==> src/rtl/dc_restore.sv <==
// dc_restore: inverse of a first-order DC reject filter,
//   x(n) = x(n-1) + y(n) - alpha*y(n-1)
// computed at ALPHA_WIDTH precision by a four-state sequencer (one sample per 4 cycles).
// Build option: define DC_RESTORE_SAT_EN to clamp accumulator overflow and raise a sticky
// sat_flag; without it the accumulator wraps and sat_flag stays 0.
//
// state | meaning
// IDLE  | in_ready high, waiting for a sample; captures in and alpha on in_valid
// MUL   | registers the feedback term y_ext(n-1)*alpha
// ACC   | updates accumulator, out and the y history
// OUT   | out_valid high, out held until out_ready
module dc_restore #(
    parameter int SIGNAL_WIDTH = 16,
    parameter int ALPHA_WIDTH  = 24
) (
    input  logic                    aclk,
    input  logic                    reset,
    input  logic [ALPHA_WIDTH-1:0]  alpha,
    input  logic [SIGNAL_WIDTH-1:0] in,
    input  logic                    in_valid,
    output logic                    in_ready,
    output logic [SIGNAL_WIDTH-1:0] out,
    output logic                    out_valid,
    input  logic                    out_ready,
    output logic                    sat_flag
);

    localparam int AW = ALPHA_WIDTH;
    localparam int SW = SIGNAL_WIDTH;
    localparam int SH = AW - SW;

    typedef enum logic [1:0] {
        S_IDLE = 2'd0,
        S_MUL  = 2'd1,
        S_ACC  = 2'd2,
        S_OUT  = 2'd3
    } state_t;

    state_t state_q, state_d;

    logic [AW-1:0]   y_cur_q;
    logic [AW-1:0]   y_hist_q;
    logic [AW-1:0]   alpha_q;
    logic [AW-1:0]   fb_q;
    logic [AW-1:0]   acc_q;
    logic [AW-1:0]   acc_d;
    logic [SW-1:0]   out_q;
    logic [2*AW-1:0] prod;
    logic [AW+1:0]   acc_sum;
    logic            prod_unused;

    // Sequencer state register
    always_ff @(posedge aclk) begin
        if (reset) begin
            state_q <= S_IDLE;
        end else begin
            state_q <= state_d;
        end
    end

    // Next-state and handshake outputs
    always_comb begin
        state_d   = state_q;
        in_ready  = 1'b0;
        out_valid = 1'b0;
        case (state_q)
            S_IDLE: begin
                in_ready = 1'b1;
                if (in_valid) begin
                    state_d = S_MUL;
                end
            end
            S_MUL: state_d = S_ACC;
            S_ACC: state_d = S_OUT;
            S_OUT: begin
                out_valid = 1'b1;
                if (out_ready) begin
                    state_d = S_IDLE;
                end
            end
            default: state_d = S_IDLE;
        endcase
    end

    // Full signed product; both operands sign-extended so the 2*AW result is exact.
    assign prod = $signed({{AW{y_hist_q[AW-1]}}, y_hist_q}) *
                  $signed({{AW{alpha_q[AW-1]}}, alpha_q});

    // Only the Q1.(AW-1)-aligned slice of the product feeds back.
    assign prod_unused = ^{prod[2*AW-1], prod[AW-2:0]};

    // Two guard bits so that overflow of x(n-1) + y(n) - fb is always detectable.
    assign acc_sum = {{2{acc_q[AW-1]}}, acc_q}
                   + {{2{y_cur_q[AW-1]}}, y_cur_q}
                   - {{2{fb_q[AW-1]}}, fb_q};

`ifdef DC_RESTORE_SAT_EN
    logic sat_hit;
    logic sat_q;

    // Clamp to the AW-bit signed range when the guard bits disagree with the sign
    always_comb begin
        acc_d   = acc_sum[AW-1:0];
        sat_hit = 1'b0;
        if ((acc_sum[AW+1:AW-1] != 3'b000) && (acc_sum[AW+1:AW-1] != 3'b111)) begin
            sat_hit = 1'b1;
            acc_d   = acc_sum[AW+1] ? {1'b1, {(AW-1){1'b0}}} : {1'b0, {(AW-1){1'b1}}};
        end
    end

    // Sticky saturation indicator, cleared only by reset
    always_ff @(posedge aclk) begin
        if (reset) begin
            sat_q <= 1'b0;
        end else if ((state_q == S_ACC) && sat_hit) begin
            sat_q <= 1'b1;
        end
    end

    assign sat_flag = sat_q;
`else
    logic sum_unused;

    // Two's-complement wrap: keep the low AW bits
    always_comb begin
        acc_d = acc_sum[AW-1:0];
    end

    assign sum_unused = ^acc_sum[AW+1:AW];
    assign sat_flag   = 1'b0;
`endif

    // Datapath registers, each advanced only in its own sequencer state
    always_ff @(posedge aclk) begin
        if (reset) begin
            y_cur_q  <= '0;
            y_hist_q <= '0;
            alpha_q  <= '0;
            fb_q     <= '0;
            acc_q    <= '0;
            out_q    <= '0;
        end else begin
            case (state_q)
                S_IDLE: begin
                    if (in_valid) begin
                        y_cur_q <= {in, {SH{1'b0}}};
                        alpha_q <= alpha;
                    end
                end
                S_MUL: fb_q <= prod[2*AW-2:AW-1];
                S_ACC: begin
                    acc_q    <= acc_d;
                    out_q    <= acc_d[AW-1:SH];
                    y_hist_q <= y_cur_q;
                end
                default: ;
            endcase
        end
    end

    assign out = out_q;

endmodule

==> config.mk <==
export PLATFORM = sky130hd
export DESIGN_NAME = dc_restore
export DESIGN_NICKNAME = d
export VERILOG_FILES = /design/src/rtl/dc_restore.sv
export SDC_FILE = /design/constraint.sdc
export NUM_CORES = 1
export LEC_CHECK = 0
export BUFFER_PORTS_ARGS = -buffer_cell sky130_fd_sc_hd__buf_2
export CORE_ASPECT_RATIO = 0.9
export CORE_MARGIN = 4
export CORE_UTILIZATION = 40
export CTS_BUF_LIST = sky130_fd_sc_hd__clkbuf_16
export CTS_CLUSTER_DIAMETER = 40
export DETAILED_ROUTE_END_ITERATION = 8
export PLACE_DENSITY = 0.53
export SYNTH_ARGS = -nofsm -noshare
export SYNTH_HDL_FRONTEND = slang
export SYNTH_SLANG_ARGS = --single-unit
==> constraint.sdc <==
create_clock -name aclk -period 8.38 [get_ports aclk]
set_clock_uncertainty 0.2 [all_clocks]
set_input_delay 0 -clock aclk [delete_from_list [all_inputs] [get_ports aclk]]
set_output_delay 0 -clock aclk [all_outputs]
set_load 0.1 [all_outputs]
==> flow_metrics.env, run 1 <==
export IMPL_clk_latency_ns=0.37
export IMPL_crit_arrival_ns=7.51
export IMPL_finalSetupViolations=0
export IMPL_grt_pass1_vias=14699
export IMPL_synth_compound_area_share_pct=6.19
export IMPL_viasPerCell=4.86
export IMPL_stdcell_area_mm2=0.0204
export IMPL_fp_dieH_um=213
export IMPL_drtPass1Iterations=5
export IMPL_nets=2750
export IMPL_route_antenna_remaining_nets=0
export IMPL_p_per_area_mw_per_mm2=175
export IMPL_drive_above_1_share_pct=5.72
export IMPL_worstHoldPathType="input pin to register"
export IMPL_ys_types=63
export IMPL_synth_simple_area_share_pct=15.7
export IMPL_synth_fa_ha_area_share_pct=49.5
export IMPL_rows=74
export IMPL_status="complete, no violations"
export IMPL_syn_avg_cell_area_um2=8.74
export IMPL_fmax_mhz=135
export IMPL_synth_top_family_by_area="adder cells"
export IMPL_ys_ff_latch=106
export IMPL_met1_length_um=20500
export IMPL_coreArea_mm2=0.0458
export IMPL_place_ws_ns=0.996
export IMPL_cts_path_max_buffers=2
export IMPL_vias=13659
export IMPL_grt_max_degree=96
export IMPL_cts_made_buffers=9
export IMPL_fp_dieArea_mm2=0.0502
export IMPL_synth_area_mm2=0.0187
export IMPL_critPathKind="register to register"
export IMPL_muxShareOfSynthArea_pct=2.14
export IMPL_cp_end_kind="register"
export IMPL_yosys_warnings=0
export IMPL_numPortBuffers=61
export IMPL_ios=63
export IMPL_clock_sinks=106
export IMPL_dp_hpwl_um=39100
export IMPL_irDropWorstVdd_mv=0.325
export IMPL_fill_cells=4553
export IMPL_top_layer="met4"
export IMPL_grt_overflow=0
export IMPL_hold_viol=0
export IMPL_antenna_found_initial=1
export IMPL_clkTransAtPathRegs_ns=0.08
export IMPL_start_kind="register"
export IMPL_syn_num_nets=2693
export IMPL_async_flop_share_pct=0
export IMPL_ys_seq_area_share_pct=11.4
export IMPL_grt_first_pass_wirelength_um=78500
export IMPL_tightest_slew_ns=1.05
export IMPL_diodes=0
export IMPL_routed_wl_met2_um=23700
export IMPL_cts_resized=0
export IMPL_finalWorstSetupSlack_ns=0.946
export IMPL_dpl_instance_area_mm2=0.0196
export IMPL_wl_per_cell_um=16.7
export IMPL_place_inst=2739
export IMPL_die_x_um=236
export IMPL_final_core_util_pct=44.6
export IMPL_tns_ns=0
export IMPL_grt_util_all_layers_pct=19.6
export IMPL_fin_cells=2809
export IMPL_drc_errors=0
export IMPL_synthToLayoutAreaGrowth_pct=9.33
export IMPL_cts_tree="yes"
export IMPL_period_minus_slack_ns=7.43
export IMPL_post_synth_inst_count=2139
export IMPL_place_gp_congestion=0.847
export IMPL_ys_flop_type="dfxtp_1"
export IMPL_rsz0062_at_grt="false"
export IMPL_initial_core_util_pct=40.8
export IMPL_clockRootBuffer="clkbuf_16"
export IMPL_routed_wl_um=46800
export IMPL_required_ns=8.45
export IMPL_power_leakage_nw=10.2
export IMPL_timing_final_crit_share_pct=88.7
export IMPL_drtIter0Drc=601
export IMPL_slew_viol_final=0
export IMPL_path_max_fanout=25
export IMPL_wl_met3_um=1800
export IMPL_synth_xor_area_share_pct=2.20
export IMPL_slew_headroom_pct=29.7
export IMPL_synth_edf_count=0
export IMPL_cts_htree_levels=3
export IMPL_cap_violations=0
[layout make-up]
cell class	instances	area [um2]	share of cell area, %
inverters	514	1930	9.44
flip-flops and latches	106	2120	10.4
multi-input cells	1412	14200	69.4
clock buffers	9	225	1.10
repair buffers	153	1130	5.55
clock inverters	7	86.3	0.423
well taps	608	761	3.72
[sequential cells by signal, summed over array words and instances, names as in the netlist]
signal,count
y_hist_q,16
alpha_q,24
fb_q,24
acc_q,24
y_cur_q,16
state_q,2
[cells in the final DEF, fill, tap and decap left out, types with 10 or more instances in the layout]
cell,n
dlygate4sd3_1,54
nand2_1,320
xnor2_1,37
inv_1,512
mux2i_1,40
xor2_1,10
nand3_1,13
a21oi_1,81
nand2b_1,11
a21o_1,17
ha_1,126
buf_4,39
fa_1,383
and2_1,147
o21ai_0,19
nor2_1,90
buf_2,60
dfxtp_1,106
nor3_1,13
[synthesized netlist by cell type, drive strengths merged (3+ instances only)]
cell type	n	area, um2
nand2	320	1200
dfxtp	106	2120
o21a	4	30.0
o22ai	3	18.8
a21oi	81	405
o211ai	5	37.5
or3	3	18.8
nor2	90	338
a211oi	7	65.1
nand2b	11	68.8
o21bai	5	37.5
a21o	17	128
nor2b	4	25.0
or2	3	18.8
buf	25	158
nor3	14	81.3
and2	147	920
o21ai	24	131
a221o	3	30.0
nand4	5	31.3
a211o	4	35.0
inv	512	1920
a22o	3	26.3
nand3b	3	22.5
mux2i	40	400
xor2	10	87.6
nand3	13	65.1
fa	383	7670
and3	9	58.8
xnor2	37	324
clkbuf	82	308
ha	127	1590
a31oi	7	43.8
[timing repair]
action | CTS | global route
hold buffers | 54 | 0
setup endpoints to repair | 0 | 0
setup buffers | 0 | 0
hold endpoints to repair | 49 | 0
[where the power goes]
part           switching [W]  leakage (nW)  internal (W)  total [W]
registers           0.000178         0.862      0.000607   0.000784
clock network       0.000222         0.154      0.000238   0.000460
logic                0.00145          9.16      0.000873    0.00233
[cells by family after synthesis]
family,count (synthesis)
buffers and inverters,621
other,1
muxes,40
AOI/OAI and AO/OA,181
and+or+nand+nor,633
adders and majority gates,510
DFF,106
xor gates and xnor gates,47
[metal layers]
metal / vias up / GRT usage, %
met1: 6947 / 26.4
met3: 40 / 1.98
li1: 6419 / -
met2: 253 / 34.8
met4: 0 / 3.62
met5: - / 0
[worst max-delay path: stages (launching register included)]
cell      delay (ns)
dfxtp_1         0.93
nand2_1         0.18
fa_1            0.58
inv_1           0.05
fa_1            0.47
inv_1           0.05
fa_1            0.50
inv_1           0.06
fa_1            0.44
fa_1            0.52
inv_1           0.06
fa_1            0.48
inv_1           0.05
ha_1            0.35
a21oi_1         0.16
o21ai_1         0.13
a221oi_1        0.53
and4bb_1        0.36
a21bo_4         0.19
a211oi_4        0.08
o311a_1         0.34
or3_1           0.34
a311oi_1        0.26
[worst paths after layout]
kind,startpoint,to,slack (ns),cells after the start
setup / recovery,y_hist_q[12],fb_q[23],0.95,22
hold / removal,alpha[1],alpha_q[1],0.22,4
setup reg to reg,y_hist_q[12],fb_q[23],0.95,22
hold reg to reg,alpha_q[10],alpha_q[10],0.27,2
[per-stage QoR]
| step | power, W | hold slack [ns] |
|---|---|---|
| finish | 0.00357 | 0.221 |
| global route | 0.00388 | 0.227 |
| CTS | 0.00359 | 0.200 |
| detailed placement | 0.00308 | 0.0479 |
| global placement | 0.00307 | 0.0428 |
| floorplan | 0.00257 | -0.0640 |
No activity file was read; power rests on OpenSTA's default activity.
==> run 2, diff against run 1 <==
==> constraint.sdc (replaced) <==
create_clock -name aclk -period 8.38 [get_ports aclk]
set_clock_uncertainty 0.2 [all_clocks]
set_input_delay 0.419 -clock aclk [delete_from_list [all_inputs] [get_ports aclk]]
set_output_delay 0.419 -clock aclk [all_outputs]
set_load 0.02 [all_outputs]
==> run 2 against run 1 <==
Global-route usage decreased by 0.34 points; clock-buffer cell count unchanged; sequential share of layout area increased by 0.28 points; worst setup slack improved by 0.024 ns; power decreased by 7.4%; utilization decreased by 1.2 points.
==> flow_metrics.env, run 2 (synthesized netlist as in run 1, its figures left out) <==
export IMPL_pwr_share_seq_pct=23.7
export IMPL_cts_path_max_buffers=2
export IMPL_grt_overflow=0
export IMPL_p_total_w=0.00331
export IMPL_p_per_area_mw_per_mm2=166
export IMPL_route_antenna_remaining_nets=0
export IMPL_routed_wl_um=46000
export IMPL_coreArea_mm2=0.0458
export IMPL_layout_common_cells="inv_1, fa_1, nand2_1"
export IMPL_synthToLayoutAreaGrowth_pct=6.45
export IMPL_top_regs="acc_q: 24 flops, alpha_q: 24 flops, fb_q: 24 flops"
export IMPL_drive_above_1_share_pct=5.87
export IMPL_cp_end_kind="register"
export IMPL_fp_dieH_um=213
export IMPL_slew_viol_final=0
export IMPL_vias=13456
export IMPL_grt_max_degree=96
export IMPL_power_leakage_nw=9.93
export IMPL_max_stage_delay_ns=0.91
export IMPL_worstHoldPathType="input pin to register"
export IMPL_clkTransAtPathRegs_ns=0.08
export IMPL_rows=74
export IMPL_period_minus_slack_ns=7.41
export IMPL_cap_violations=0
export IMPL_place_gp_congestion=0.847
export IMPL_critPathTopFamily="adder cells"
export IMPL_grt_pass1_vias=14418
export IMPL_crit_cells=22
export IMPL_slew_headroom_pct=30.0
export IMPL_cts_tree="yes"
export IMPL_path_max_fanout=25
export IMPL_path_buf_inv=5
export IMPL_combPwrFrac_pct=62.4
export IMPL_drc_errors=0
export IMPL_nets=2696
export IMPL_reg2reg_slack_ns=0.97
export IMPL_swShare_pct=48.9
export IMPL_reg2reg_depth=22
export IMPL_power_switching_w=0.00162
export IMPL_hold_buffers=0
export IMPL_cts_resized=0
export IMPL_antenna_found_initial=1
export IMPL_timing_final_crit_share_pct=88.4
export IMPL_fp_dieArea_mm2=0.0502
export IMPL_tightest_slew_ns=1.05
export IMPL_cts_made_buffers=9
export IMPL_drtPass1Iterations=5
export IMPL_clock_sinks=106
export IMPL_whs_path_depth=3
export IMPL_power_frac_clock_pct=13.8
export IMPL_irDropWorstVdd_mv=0.324
export IMPL_grt_util_all_layers_pct=19.2
export IMPL_status="complete, no violations"
export IMPL_required_ns=8.45
export IMPL_p_int_w=0.00169
export IMPL_tns_ns=0
export IMPL_numPortBuffers=61
export IMPL_viasPerCell=4.88
export IMPL_fmax_mhz=135
export IMPL_slowest_stage="dfxtp_1"
export IMPL_dp_hpwl_um=39100
export IMPL_die_x_um=236
export IMPL_clk_latency_ns=0.36
export IMPL_rsz0062_at_grt="false"
export IMPL_grt_first_pass_wirelength_um=77100
export IMPL_drtIter0Drc=598
export IMPL_ios=63
export IMPL_critPathKind="register to register"
export IMPL_crit_arrival_ns=7.48
export IMPL_crit_chain="nand2_1, fa_1, inv_1, fa_1, inv_1, fa_1, inv_1, fa_1, fa_1, inv_1, fa_1, inv_1, ha_1, a21oi_1, o21ai_1, a221oi_1, and4bb_1, a21bo_4, a211oi_4, o311a_1, or3_1, a311oi_1"
export IMPL_hold_viol=0
export IMPL_initial_core_util_pct=40.8
export IMPL_clockRootBuffer="clkbuf_16"
export IMPL_postCtsSetupBuffers=0
export IMPL_cts_htree_levels=3
export IMPL_final_common_cell="inv_1"
export IMPL_start_kind="register"
export IMPL_critPathMostFrequentCell="fa_1"
export IMPL_finalSetupViolations=0
export IMPL_wl_per_cell_um=16.7
-- run 2: changes by cell type in the layout (fill, tap and decap cells not counted), sizes merged --
cell         change
diode            +1
dlygate4sd3     -54
-- run 2: path summary, 6_finish.rpt --
path | start | endpoint
setup / recovery | y_hist_q[12] | fb_q[23]
hold / removal | alpha[0] | alpha_q[0]
setup reg to reg | y_hist_q[12] | fb_q[23]
hold reg to reg | alpha_q[16] | alpha_q[16]
-- run 2: layout make-up --
type,instances,area [um2]
diodes,1,2.50
clock buffers,9,225
clock inverters,7,86.3
fillers,4591,25900
inverters,514,1930
multi-input cells,1412,14200
flip-flops and latches,106,2120
well taps,608,761
repair buffers,99,593
-- run 2: metal layers --
layer  global-route usage [%]  vias up  wire length (um)
li1                         -     6311                 -
met1                     26.2     6861             20300
met2                     33.8      244             23100
met3                     2.00       40              1780
met4                     3.71        0               833
met5                        0        -                 0
-- run 2: metrics by stage --
| stage | setup WS, ns | area, um2 | hold slack (ns) | instances | utilization (%) |
|---|---|---|---|---|---|
| floorplan | 1.86 | 18700 | 0.249 | 2139 | - |
| global placement | 1.14 | 19600 | 0.246 | 2739 | 42.7 |
| detailed placement | 0.996 | 19600 | 0.250 | 2739 | 42.7 |
| CTS | 0.996 | 19900 | 0.0718 | 2755 | 43.4 |
| global route | 0.560 | 19900 | 0.0746 | 2755 | 43.4 |
| finish | 0.970 | 19900 | 0.0836 | 2756 | 43.4 |
-- run 2: power by group through the flow --
stage               clock [W]  sequential, W  combinational, W
global placement            0       0.000792           0.00204
global route         0.000488       0.000804           0.00232
detailed placement          0       0.000797           0.00205
CTS                  0.000469       0.000785           0.00207
finish               0.000458       0.000785           0.00207
floorplan                   0       0.000684           0.00165
-- run 2: worst min-delay path, cell delays in order --
cell and delay, ns:
buf_2 0.09, nand2_1 0.04, a21oi_1 0.05
